==> src/rtl/pwm_output_stage_if.sv <==
// Configuration bundle from the SPI register block: output enables, PWM selects and shared duty.
interface pwm_output_stage_if;
    logic [7:0] en_reg_out_7_0;
    logic [7:0] en_reg_out_15_8;
    logic [7:0] en_reg_pwm_7_0;
    logic [7:0] en_reg_pwm_15_8;
    logic [7:0] pwm_duty_cycle;

    modport master (
        output en_reg_out_7_0,
        output en_reg_out_15_8,
        output en_reg_pwm_7_0,
        output en_reg_pwm_15_8,
        output pwm_duty_cycle
    );

    modport slave (
        input en_reg_out_7_0,
        input en_reg_out_15_8,
        input en_reg_pwm_7_0,
        input en_reg_pwm_15_8,
        input pwm_duty_cycle
    );
endinterface

==> src/rtl/pwm_output_stage.sv <==
// 16-bit output stage: prescaled 8-bit PWM with a period-aligned duty shadow and
// registered per-bit enable / PWM-select muxing.
module pwm_output_stage #(
    parameter int unsigned PRESCALE = 13
) (
    input  logic                     clk,
    input  logic                     rst_n,
    pwm_output_stage_if.slave        cfg,
    output logic              [15:0] out_o,
    output logic                     period_start_o
);

    localparam int unsigned    PsW   = (PRESCALE > 1) ? $clog2(PRESCALE) : 1;
    localparam logic [PsW-1:0] PsMax = PsW'(PRESCALE - 1);

    logic [PsW-1:0] ps_q, ps_d;
    logic [7:0]     pwm_cnt_q, pwm_cnt_d;
    logic [7:0]     duty_sh_q, duty_sh_d;
    logic [15:0]    out_q, out_d;
    logic           period_start_q, period_start_d;

    logic        tick;
    logic        wrap;
    logic        pwm;
    logic [15:0] en_out;
    logic [15:0] en_pwm;

    assign en_out = {cfg.en_reg_out_15_8, cfg.en_reg_out_7_0};
    assign en_pwm = {cfg.en_reg_pwm_15_8, cfg.en_reg_pwm_7_0};

    always_comb begin
        tick      = (ps_q == PsMax);
        wrap      = tick && (pwm_cnt_q == 8'hFF);
        ps_d      = tick ? '0 : ps_q + PsW'(1);
        pwm_cnt_d = tick ? pwm_cnt_q + 8'd1 : pwm_cnt_q;
        // Shadow only moves on the wrap edge so a period never sees a mid-period duty change.
        duty_sh_d = wrap ? cfg.pwm_duty_cycle : duty_sh_q;
        // 0xFF is full-on; the compare alone would drop the last count of each period.
        pwm            = (duty_sh_q == 8'hFF) || (pwm_cnt_q < duty_sh_q);
        out_d          = en_out & (~en_pwm | {16{pwm}});
        period_start_d = wrap;
    end

    always_ff @(posedge clk or negedge rst_n) begin
        if (!rst_n) begin
            ps_q           <= '0;
            pwm_cnt_q      <= '0;
            duty_sh_q      <= '0;
            out_q          <= '0;
            period_start_q <= 1'b0;
        end else begin
            ps_q           <= ps_d;
            pwm_cnt_q      <= pwm_cnt_d;
            duty_sh_q      <= duty_sh_d;
            out_q          <= out_d;
            period_start_q <= period_start_d;
        end
    end

    assign out_o          = out_q;
    assign period_start_o = period_start_q;

endmodule
==> src/flat_wrapper.sv <==
// flat-port wrapper written by rule: the top's interface ports become plain ports
module pwm_output_stage_flat 
#(
    parameter int unsigned PRESCALE = 13
)
  (clk, rst_n, out_o, period_start_o, cfg_en_reg_out_7_0, cfg_en_reg_out_15_8, cfg_en_reg_pwm_7_0, cfg_en_reg_pwm_15_8, cfg_pwm_duty_cycle);
  pwm_output_stage_if cfg_i ();
  input  logic clk;
  input  logic rst_n;
  output logic              [15:0] out_o;
  output logic period_start_o;
  input wire logic [$bits(cfg_i.en_reg_out_7_0)-1:0] cfg_en_reg_out_7_0;
  input wire logic [$bits(cfg_i.en_reg_out_15_8)-1:0] cfg_en_reg_out_15_8;
  input wire logic [$bits(cfg_i.en_reg_pwm_7_0)-1:0] cfg_en_reg_pwm_7_0;
  input wire logic [$bits(cfg_i.en_reg_pwm_15_8)-1:0] cfg_en_reg_pwm_15_8;
  input wire logic [$bits(cfg_i.pwm_duty_cycle)-1:0] cfg_pwm_duty_cycle;
  assign cfg_i.en_reg_out_7_0 = cfg_en_reg_out_7_0;
  assign cfg_i.en_reg_out_15_8 = cfg_en_reg_out_15_8;
  assign cfg_i.en_reg_pwm_7_0 = cfg_en_reg_pwm_7_0;
  assign cfg_i.en_reg_pwm_15_8 = cfg_en_reg_pwm_15_8;
  assign cfg_i.pwm_duty_cycle = cfg_pwm_duty_cycle;
  pwm_output_stage #(.PRESCALE(PRESCALE)) u_core (.clk(clk), .rst_n(rst_n), .cfg(cfg_i), .out_o(out_o), .period_start_o(period_start_o));
endmodule
==> config.mk <==
export PLATFORM = sky130hd
export DESIGN_NAME = pwm_output_stage_flat
export DESIGN_NICKNAME = d
export VERILOG_FILES = /design/src/rtl/pwm_output_stage_if.sv /design/src/rtl/pwm_output_stage.sv /design/src/flat_wrapper.sv
export SDC_FILE = /design/constraint.sdc
export NUM_CORES = 1
export LEC_CHECK = 0
export ABC_AREA = 1
export CAP_MARGIN = 20
export CORE_MARGIN = 1.5
export CORE_UTILIZATION = 30
export DETAILED_ROUTE_END_ITERATION = 10
export MAX_ROUTING_LAYER = met4
export PLACE_DENSITY_LB_ADDON = 0.12
export SKIP_CTS_REPAIR_TIMING = 1
export SYNTH_ARGS = -nofsm -noshare
export SYNTH_HDL_FRONTEND = slang
export SYNTH_SLANG_ARGS = --single-unit
==> constraint.sdc <==
create_clock -name clk -period 1.5 [get_ports clk]
set_input_delay 0.15 -clock clk [delete_from_list [all_inputs] [get_ports clk]]
set_output_delay 0.15 -clock clk [all_outputs]
set_load 0.02 [all_outputs]
### After elaboration in Yosys (flattened, before gate mapping)

Index checks and enable logic that the tools add are counted.
Widths: inputs -> output; s select.

* bitwise gates (word level): 3
* magnitude comparators: 1
* reductions and logical operators: 2
* equality and inequality tests: 3
* add/subtract/negate cells: 2
* mux-type cells: 1

Operators by type and width (number)
* $and 16x16->16: 1
* $eq 8x8->1 const B: 2
* $not 16->16: 1
* $or 16x16->16: 1
* $add 8x1->8 const B: 1
* $lt 8x8->1: 1
* $add 4x1->4 const B: 1
* $eq 4x4->1 const B: 1
* $mux 4: 1
* $logic_and 1x1->1: 1
* $logic_or 1x1->1: 1

* output and inout bits: 17
* word-level logic and storage cells: 17
* register bits: 37

### Depth between registers and ports, before layout

Gate-level depths: netlist of the first run.

* depth in word-level cells: 4
* depth in mapped cells: 12
* depth with buffers taken out: 11

### Worst setup path after synthesis of the first run

Ideal clock, no wire load.

* path type: flip-flop to flip-flop
* start point: reg u_core.pwm_cnt_q[5]
* end point: reg u_core.out_q[10] (netlist: u_core.out_o[10])
* period minus slack after synthesis: 1.539 ns
* setup time: 0.063 ns
* stages on the path, launching flop included: 10
* data arrival time: 1.477 ns
* setup slack: -0.039 ns
* path through: dfrtp_1 -> ha_1 -> a21oi_1 -> nor2_1 -> nor3_1 -> nand2_1 -> buf_2 -> nand3_1 -> nand2_1 -> inv_1

* word-level cells in the longest chain between the ends: 4

RTL lines
* start, declared: RTL line pwm_output_stage.sv:17 `logic [7:0] pwm_cnt_q, pwm_cnt_d;`
* start signal, assigned: RTL line pwm_output_stage.sv:53 `pwm_cnt_q <= pwm_cnt_d;`
* $lt 8x8->1: RTL line pwm_output_stage.sv:39 `pwm = (duty_sh_q == 8'hFF) || (pwm_cnt_q < duty_sh_q);`
* $logic_or 1x1->1: RTL line pwm_output_stage.sv:39
* $or 16x16->16: RTL line pwm_output_stage.sv:40 `out_d = en_out & (~en_pwm | {16{pwm}});`
* $and 16x16->16: RTL line pwm_output_stage.sv:40
* via u_core.out_d[10]: RTL line pwm_output_stage.sv:19 `logic [15:0] out_q, out_d;`
* end signal, assigned: RTL line pwm_output_stage.sv:55 `out_q <= out_d;`
* end, declared: RTL line pwm_output_stage.sv:19

The timed path passes the listed nets, and every way through them passes these cells.
A chain may end at the register's enable or synchronous reset.

### Final worst setup path of the first run

* start point: reg u_core.ps_q[0]
* end point: reg u_core.duty_sh_q[4]

* word-level cells in the longest chain between the ends: 2

RTL lines
* start, declared: RTL line pwm_output_stage.sv:16 `logic [PsW-1:0] ps_q, ps_d;`
* start signal, assigned: RTL line pwm_output_stage.sv:52 `ps_q <= ps_d;`
* $eq 4x4->1: RTL line pwm_output_stage.sv:32 `tick = (ps_q == PsMax);`
* $logic_and 1x1->1: RTL line pwm_output_stage.sv:33 `wrap = tick && (pwm_cnt_q == 8'hFF);`
* via u_core.period_start_d: RTL line pwm_output_stage.sv:20 `logic period_start_q, period_start_d;`
* end signal, assigned: RTL line pwm_output_stage.sv:54 `duty_sh_q <= duty_sh_d;`
* end, declared: RTL line pwm_output_stage.sv:18 `logic [7:0] duty_sh_q, duty_sh_d;`

The timed path passes the listed nets, and every way through them passes these cells.

==> results of run 1 <==
[where the power goes]
group | switching (uW) | internal [uW]
Sequential | 5.23 | 1020
Combinational | 88.7 | 140
Clock | 332 | 306
[synth_stat cells (all sizes together)]
cell,n,area (sq um)
a21oi,3,15.0
buf,1,5.00
clkbuf,1,3.75
dfrtp,37,926
ha,10,125
inv,38,143
nand2,65,254
nand3,18,103
nand4,2,12.5
nor2,6,46.3
nor3,7,46.3
o21ai,2,10.0
xnor2,2,17.5
xor2,6,52.6
[logic make-up (layout without fill, tap and decap cells)]
kind of cell	count (synthesis)	in the layout	share of synthesized area
AND/OR/NAND/NOR	98	98	0.262
buffers and inverters	40	130	0.0861
flip-flops	37	37	0.526
adder cells (fa/ha/maj)	10	10	0.0711
XOR/XNOR	8	8	0.0398
AO/OA/AOI/OAI	5	5	0.0142
[registers in the layout, indices dropped and copies added, names as in the netlist]
register,count
u_core.pwm_cnt_q,8
u_core.duty_sh_q,8
u_core.period_start_o,1
u_core.ps_q,4
u_core.out_o,16
[worst min path at each step]
| stage | from | to | slack (ns) |
|---|---|---|---|
| after floorplan | rst_n | u_core.duty_sh_q[0] | -0.15 |
| after global placement | rst_n | u_core.duty_sh_q[3] | 0.14 |
| after CTS | rst_n | u_core.duty_sh_q[0] | -0.17 |
| final | rst_n | u_core.duty_sh_q[5] | 0.36 |
| after global routing | cfg_en_reg_out_7_0[6] | u_core.out_o[6] | 0.38 |
| after detailed placement | rst_n | u_core.duty_sh_q[3] | 0.14 |
[worst reg2reg max path, cell delays in order (launching register included)]
cell and delay [ns]:
dfrtp_1 0.40, inv_2 0.08, ha_4 0.14, nand2_4 0.06, nor2_8 0.11, nand2_4 0.07
nor2_4 0.11, nand3_4 0.09, nor3_4 0.17, buf_6 0.16, nand2_2 0.04, nand2_1 0.05
[metrics by stage]
step	cells	hold WS, ns	setup TNS (ns)	power [uW]
floorplan	198	-0.146	-0.176	1090
global placement	347	0.136	-0.649	1270
detailed placement	347	0.142	-1.31	1270
CTS	353	-0.166	-1.74	1910
global route	360	0.383	-3.69	1980
finish	360	0.358	-0.595	1890
[cell type report]
class | count | area [sq um] | share of cell area
sequential | 37 | 927 | 0.319
clock inverter | 1 | 5.00 | 0.00172
timing repair buffer | 86 | 830 | 0.285
inverter | 38 | 143 | 0.0491
multi-input combinational | 121 | 843 | 0.290
tap | 72 | 90.1 | 0.0310
clock buffer | 5 | 68.8 | 0.0237
[layer usage]
metal / up-vias / GRT usage / part of all wire
li1: 779 / - / -
met1: 663 / 0.155 / 0.42
met2: 41 / 0.237 / 0.50
met3: 4 / 0.0537 / 0.070
met4: 0 / 0.0421 / 0.0088
met5: - / - / 0
==> metrics.csv, run 1 <==
stage;metric;value;unit
timing;Final Hold Viols;0;
clock_tree;Worst-path clk slew;0.07;ns
run_status;violated checks;setup timing;
floorplanning;DIE AREA;6330;sq um
worst_setup_path;crit-path most repeated cell;nand2_4;
clock_tree;Skew-Pair Late Insertion Delay;0.28;ns
worst_setup_path;crit-path leading delay family;simple AND/OR/NAND/NOR gates;
layout;most frequent cells in the layout;clkdlybuf4s50_1, nand2_1, dfrtp_1;
grt;vias in the first global route;1510;
routing;final WL;4080;um
worst_setup_path;Setup crit start;u_core.ps_q[0];
floorplanning;# IOs;59;
routing;Remaining DRCs;0;
timing;final period demand of the worst path;1.54;ns
timing;slew margin rel.;0.677;
timing;Setup-failing EPs final;23;
worst_setup_path;Crit path depth;11;
placement;Placed Area;2590;sq um
layout;share of cells above drive strength 1;0.274;
routing;DR iter-0 viols;23;
worst_setup_path;Worst Path Required;1.72;ns
timing;Clock Skew;0.00294;ns
layout;final instance area;2910;sq um
placement;port bufs;58;
worst_setup_path;startpoint types;register;
placement;GPL Wtd Cong;0.696;
floorplanning;Initial Util;0.316;
clock_tree;CTS max path bufs;2;
run_status;status;complete, but fails checks;
layout;final core utilization;0.521;
floorplanning;Core ar.;5570;sq um
yosys;Cell Area, Synth;1760;sq um
yosys;warnings from Yosys;0;
yosys;FF+latch count, synth;37;
grt;initial antenna violation count;0;
timing;RSZ-0062 raised after global routing;true;
placement;pre-CTS setup slack;-0.0906;ns
yosys;Syn Area/Cell;8.88;sq um
clock_tree;CTS Buf Count;5;
timing;fin. max-slew vios;0;
clock_tree;# H-tree levels;2;
grt;first-pass GRT wire length;6620;um
grt;GRT Residual Overflow;0;
worst_setup_path;CP max stage cell;dfrtp_1;
worst_setup_path;RR Startpoint;u_core.ps_q[0];
clock_tree;clock sinks;37;
layout;most common cell after layout, fill and taps aside;clkdlybuf4s50_1;
min_path;HP Class;input pin to asynchronous set/reset pin;
floorplanning;Rows;27;
worst_setup_path;CP endpoint;u_core.duty_sh_q[4];
routing;Routed wire per std cell;11.3;um
power;power per cell area;650;nW/um^2
layout;Area Overhead vs Synth;65.2;%
worst_setup_path;crit-path cells;inv_2 > ha_4 > nand2_4 > nor2_8 > nand2_4 > nor2_4 > nand3_4 > nor3_4 > buf_6 > nand2_2 > nand2_1;
routing;DR pass1 iterations;4;
yosys;syn_nets;250;
yosys;post-synth cell types;21;
routing;vias per inst;4.13;
layout;nets;341;
grt;GRT Overall Usage;0.141;
worst_setup_path;Max FO, Critical Path;5;
placement;half-perimeter wire length after placement;2960;um
routing;DR vias;1487;
floorplanning;Die Width;79.6;um
power;static leakage;0.00145;uW
floorplanning;chip height;79.6;um
timing;Worst Slack Setup Final;-0.0428;ns
power;VDD IR-drop max;0.351;mV
worst_setup_path;CP arrival;1.76;ns
worst_setup_path;CP bufs+invs;2;
worst_setup_path;Setup CP Type;register to register;
routing;DRT antenna net count;0;
yosys;cells after synthesis;198;
yosys;sequential share of the synthesized area;0.526;
worst_setup_path;reg-to-reg endpoint;u_core.duty_sh_q[4];
clock_tree;CTS tree;done;
timing;final critical-path share of the clock period;1.03;
worst_setup_path;worst r2r path cells;11;
grt;largest net degree at the start of global routing;21;
timing;Slew @ Worst Pin;0.485;ns
timing;top achievable clock speed;648;MHz
worst_setup_path;Worst setup EP type;register;
worst_setup_path;reg2reg setup slack;-0.04;ns
worst_setup_path;slowest stage delay, CP;0.40;ns
flow_run;maximum capacitance violations;0;
layout;# diodes;0;
clock_tree;clock root buffer;clkbuf_8;
layout;Filler cells;555;
Note: power is estimated with default switching activity, not from simulation.
==> run 2, diff against run 1 <==
--- a/config.mk
+++ b/config.mk
@@ -7,7 +7,9 @@
 export LEC_CHECK = 0
 export ABC_AREA = 1
 export CAP_MARGIN = 20
-export CORE_MARGIN = 1.5
+export CELL_PAD_IN_SITES_DETAIL_PLACEMENT = 1
+export CELL_PAD_IN_SITES_GLOBAL_PLACEMENT = 1
+export CORE_MARGIN = 2
 export CORE_UTILIZATION = 30
 export DETAILED_ROUTE_END_ITERATION = 10
 export MAX_ROUTING_LAYER = met4
==> metrics.csv, run 2 (synthesis gave the netlist of run 1 again) <==
stage;metric;value;unit
run_status;status;complete, but fails checks;
run_status;violated checks;setup timing;
layout;# diodes;0;
clock_tree;CTS tree;done;
worst_setup_path;startpoint types;register;
layout;most common cell after layout, fill and taps aside;clkdlybuf4s50_1;
power;Reg power frac;0.529;
grt;first-pass GRT wire length;7420;um
worst_setup_path;Max FO, Critical Path;4;
power;P_int;1480;uW
power;Psw;456;uW
timing;Final Hold Viols;0;
min_path;worst hold stages;3;
grt;GRT Overall Usage;0.156;
placement;half-perimeter wire length after placement;3390;um
layout;max reg flops;16;
placement;GPL Wtd Cong;0.721;
power;VDD IR-drop max;0.392;mV
power;combinational fraction of design power;0.118;
routing;Remaining DRCs;0;
floorplanning;Core ar.;5570;sq um
min_path;HP Class;input pin to register;
worst_setup_path;CP bufs+invs;2;
routing;final WL;4680;um
layout;Area Overhead vs Synth;69.3;%
worst_setup_path;slowest stage delay, CP;0.40;ns
routing;DR vias;1582;
floorplanning;Die Width;80.6;um
clock_tree;CTS max path bufs;2;
worst_setup_path;crit-path cells;inv_2 > ha_4 > nand2_4 > nor2_8 > nand2_4 > nor2_4 > nand3_4 > nor3_4 > buf_6 > nand2_1 > nand2_1;
min_path;Hold EP;u_core.out_o[15];
routing;DR pass1 iterations;4;
timing;final period demand of the worst path;1.67;ns
worst_setup_path;Worst Path Required;1.72;ns
clock_tree;CTS Buf Count;5;
grt;initial antenna violation count;0;
timing;fin. max-slew vios;0;
clock_tree;clock sinks;37;
worst_setup_path;CP arrival;1.89;ns
timing;slew margin rel.;0.672;
clock_tree;Worst-path clk slew;0.08;ns
clock_tree;clock root buffer;clkbuf_8;
floorplanning;chip height;80.6;um
worst_setup_path;reg2reg setup slack;-0.17;ns
timing;RSZ-0062 raised after global routing;true;
placement;port bufs;58;
min_path;Hold Crit Start;cfg_en_reg_out_15_8[7];
clock_tree;Skew-Pair Late Insertion Delay;0.29;ns
floorplanning;DIE AREA;6490;sq um
timing;Hold Worst Slack;0.377;ns
worst_setup_path;Setup CP Type;register to register;
routing;Routed wire per std cell;12.6;um
flow_run;maximum capacitance violations;0;
timing;Setup-failing EPs final;18;
worst_setup_path;Worst setup EP type;register;
power;Sw Ratio;0.236;
worst_setup_path;worst r2r path cells;11;
layout;final core utilization;0.534;
worst_setup_path;reg-to-reg endpoint;u_core.duty_sh_q[1];
power;Clk network pwr share;0.353;
routing;DRT antenna net count;0;
placement;pre-CTS setup slack;-0.135;ns
power;power per cell area;649;nW/um^2
routing;vias per inst;4.25;
grt;GRT Residual Overflow;0;
timing;final critical-path share of the clock period;1.11;
timing;Clock Skew;0.00920;ns
clock_tree;# H-tree levels;2;
timing;top achievable clock speed;600;MHz
floorplanning;# IOs;59;
grt;largest net degree at the start of global routing;38;
layout;nets;351;
power;static leakage;0.00149;uW
floorplanning;Rows;27;
grt;vias in the first global route;1652;
layout;most frequent cells in the layout;clkdlybuf4s50_1, nand2_1, dfrtp_1;
floorplanning;Initial Util;0.316;
layout;Filler cells;650;
layout;final instance area;2980;sq um
timing;Slew @ Worst Pin;0.491;ns
timing;Setup Total Neg Slack;-1.48;ns
timing;Worst Slack Setup Final;-0.167;ns
layout;share of cells above drive strength 1;0.313;
worst_setup_path;crit-path leading delay family;simple AND/OR/NAND/NOR gates;
worst_setup_path;RR Startpoint;u_core.ps_q[1];
routing;DR iter-0 viols;54;
placement;Placed Area;2600;sq um
worst_setup_path;CP max stage cell;dfrtp_1;
run 2: changes by cell type in the layout (fill, tap and decap cells not counted), sizes merged:
cell / delta
clkbuf: -1
clkinv: +1
buf: +11
clkinvlp: +1
run 2: layer usage:
layer,part of all wire,track usage
met3,0.052,0.0517
met1,0.42,0.181
met2,0.52,0.263
met4,0.0058,0.0407
met5,0,-
run 2: power by group through the flow:
stage | Combinational, uW | Clock (uW) | Sequential, uW
after floorplan | 16.0 | 0 | 1070
after global placement | 220 | 0 | 1040
after detailed placement | 222 | 0 | 1040
after CTS | 223 | 710 | 1020
after global routing | 247 | 766 | 1030
final | 228 | 682 | 1020
run 2: metrics by stage:
stage	power (uW)	instances
after floorplan	1090	198
after detailed placement	1270	350
final	1930	372
after CTS	1960	358
after global placement	1260	350
after global routing	2040	372
run 2: final cells by class:
class                   instances  area [sq um]  share of cell area
repair buffers                 96           882               0.296
clock buffers                   5          68.8              0.0231
inverters                      38           143              0.0479
multi-input cells             121           851               0.286
clock inverters                 3          17.5             0.00588
well taps                      72          90.1              0.0303
flip-flops and latches         37           926               0.311
run 2: worst max path at each step:
| stage | from | endpoint | slack (ns) | depth (start not counted) |
|---|---|---|---|---|
| after floorplan | u_core.pwm_cnt_q[5] | u_core.out_o[10] | -0.02 | 9 |
| after global placement | u_core.ps_q[1] | u_core.duty_sh_q[3] | -0.09 | 11 |
| after detailed placement | u_core.ps_q[1] | u_core.duty_sh_q[5] | -0.14 | 11 |
| after CTS | u_core.ps_q[1] | u_core.duty_sh_q[5] | -0.16 | 11 |
| after global routing | u_core.ps_q[1] | u_core.duty_sh_q[4] | -0.30 | 11 |
| final | u_core.ps_q[1] | u_core.duty_sh_q[1] | -0.17 | 11 |
run 2: worst min-delay path: stages:
cell,delay [ns]
clkdlybuf4s50_1,0.39
nand2_1,0.06
inv_1,0.03
==> run 3, diff against run 2 <==
--- a/config.mk
+++ b/config.mk
@@ -7,14 +7,10 @@
 export LEC_CHECK = 0
 export ABC_AREA = 1
 export CAP_MARGIN = 20
-export CELL_PAD_IN_SITES_DETAIL_PLACEMENT = 1
-export CELL_PAD_IN_SITES_GLOBAL_PLACEMENT = 1
 export CORE_MARGIN = 2
 export CORE_UTILIZATION = 30
 export DETAILED_ROUTE_END_ITERATION = 10
-export MAX_ROUTING_LAYER = met4
 export PLACE_DENSITY_LB_ADDON = 0.12
-export SKIP_CTS_REPAIR_TIMING = 1
 export SYNTH_ARGS = -nofsm -noshare
 export SYNTH_HDL_FRONTEND = slang
 export SYNTH_SLANG_ARGS = --single-unit
==> metrics.csv, run 3 (synthesis gave the netlist of run 1 again) <==
stage;metric;value;unit
power;P_int;1700;uW
layout;nets;349;
floorplanning;Rows;27;
run_status;violated checks;setup timing;
worst_setup_path;CP arrival;1.80;ns
timing;Final Hold Viols;0;
routing;DR iter-0 viols;35;
clock_tree;CTS max path bufs;2;
grt;GRT Overall Usage;0.139;
routing;DRT antenna net count;0;
routing;Routed wire per std cell;11.1;um
grt;largest net degree at the start of global routing;23;
timing;final period demand of the worst path;1.57;ns
worst_setup_path;Max FO, Critical Path;5;
timing;slew margin rel.;0.720;
worst_setup_path;Worst Path Required;1.73;ns
timing;top achievable clock speed;636;MHz
floorplanning;Initial Util;0.316;
placement;port bufs;58;
power;static leakage;0.00152;uW
clock_tree;CTS tree;done;
layout;final cell count without fillers;370;
floorplanning;chip height;80.6;um
power;total power;2140;uW
layout;share of cells above drive strength 1;0.245;
routing;DR pass1 iterations;4;
timing;fin. max-slew vios;0;
routing;DR vias;1550;
layout;Area Overhead vs Synth;67.6;%
placement;pre-CTS setup slack;-0.101;ns
power;Reg power frac;0.478;
timing;Slew @ Worst Pin;0.420;ns
placement;placed cell count;346;
placement;GPL Wtd Cong;0.721;
clock_tree;CTS Buf Count;5;
floorplanning;# IOs;59;
layout;most frequent cells in the layout;clkdlybuf4s50_1, nand2_1, dfrtp_1;
floorplanning;DIE AREA;6490;sq um
layout;max reg flops;16;
timing;Worst Slack Setup Final;-0.0714;ns
routing;vias per inst;4.19;
power;VDD IR-drop max;0.490;mV
timing;Setup-failing EPs final;25;
grt;vias in the first global route;1554;
clock_tree;Skew-Pair Late Insertion Delay;0.29;ns
worst_setup_path;Worst setup EP type;register;
floorplanning;Die Width;80.6;um
layout;most common cell after layout, fill and taps aside;clkdlybuf4s50_1;
power;combinational fraction of design power;0.106;
power;Clk network pwr share;0.416;
power;power per cell area;726;nW/um^2
clock_tree;Worst-path clk slew;0.07;ns
placement;half-perimeter wire length after placement;2970;um
timing;Clock Skew;0.00403;ns
worst_setup_path;startpoint types;register;
grt;GRT Residual Overflow;0;
clock_tree;clock sinks;37;
clock_tree;# H-tree levels;2;
run_status;status;complete, but fails checks;
timing;final critical-path share of the clock period;1.05;
layout;# diodes;0;
grt;initial antenna violation count;0;
min_path;HP Class;input pin to asynchronous set/reset pin;
grt;first-pass GRT wire length;6720;um
floorplanning;Core ar.;5570;sq um
power;Psw;439;uW
power;Sw Ratio;0.205;
clock_tree;clock root buffer;clkbuf_8;
flow_run;maximum capacitance violations;0;
routing;Remaining DRCs;0;
worst_setup_path;Setup CP Type;register to register;
timing;RSZ-0062 raised after global routing;true;
routing;final WL;4090;um
==> run 3: cell count changes in the layout (fill, tap and decap cells not counted), sizes merged <==
cell	change
clkinv	-2
bufinv	+1
clkbuf	+3
clkinvlp	-1
buf	-3
==> run 3: area by class of cell <==
cell class                      instances  area, sq um
Timing Repair Buffer                   94          902
Clock buffer                            7         86.3
Inverter                               38          145
Multi-Input combinational cell        121          769
Tap cell                               72         90.1
Sequential cell                        37          926
Fill cell                             554         2630
Clock inverter                          1         30.0
==> run 3: worst paths after layout <==
kind	from	end	slack, ns	cells after the start
worst min-delay path	rst_n	u_core.ps_q[3]	0.32	2
worst max register to register	u_core.ps_q[0]	u_core.duty_sh_q[3]	-0.07	11
worst min register to register	u_core.pwm_cnt_q[0]	u_core.pwm_cnt_q[0]	0.51	1
worst max-delay path	u_core.ps_q[0]	u_core.duty_sh_q[3]	-0.07	11
max in group asynchronous	rst_n	u_core.out_o[1]	0.72	3
min in group clk	cfg_en_reg_out_7_0[5]	u_core.out_o[5]	0.38	3
==> run 3: what timing repair did <==
action	4_1_cts	5_1_grt
pin swaps	4	8
cloned	0	1
endpoints found under the setup margin	27	28
resized for setup	15	13
buffers inserted	8	6
hold endpoints to repair	15	0
hold buffers	1	0
==> run 3: through the flow <==
stage	hold slack [ns]	util	TNS [ns]	area, sq um
2_1_floorplan	-0.146	-	-0.176	1770
6_report	0.324	0.529	-1.17	2950
3_5_place_dp	0.110	0.465	-2.00	2590
4_1_cts	0.332	0.508	-1.21	2830
5_1_grt	0.360	0.529	-4.05	2950
3_3_place_gp	0.108	0.465	-0.441	2590
==> run 3: power by group through the flow <==
stage          Clock [uW]  Sequential, uW  Combinational [uW]
6_report              891            1020                 227
2_1_floorplan           0            1070                16.0
3_5_place_dp            0            1040                 226
3_3_place_gp            0            1040                 225
5_1_grt               967            1030                 247
4_1_cts               927            1020                 230
==> run 3: metal layers <==
layer,wire length [um],vias to the layer above,GRT usage
met5,0,-,0
met4,37,0,0.0407
met3,304,5,0.0607
met2,2080,40,0.243
met1,1670,701,0.153
li1,-,804,-
==> run 3: critical path, stage by stage (launching register included) <==
cell	delay [ns]
dfrtp_1	0.39
inv_2	0.09
ha_4	0.14
nand2_4	0.06
nor2_8	0.13
nand2_4	0.07
nor2_4	0.12
nand3_4	0.10
nor3_4	0.16
buf_6	0.16
nand2_2	0.04
nand2_1	0.05
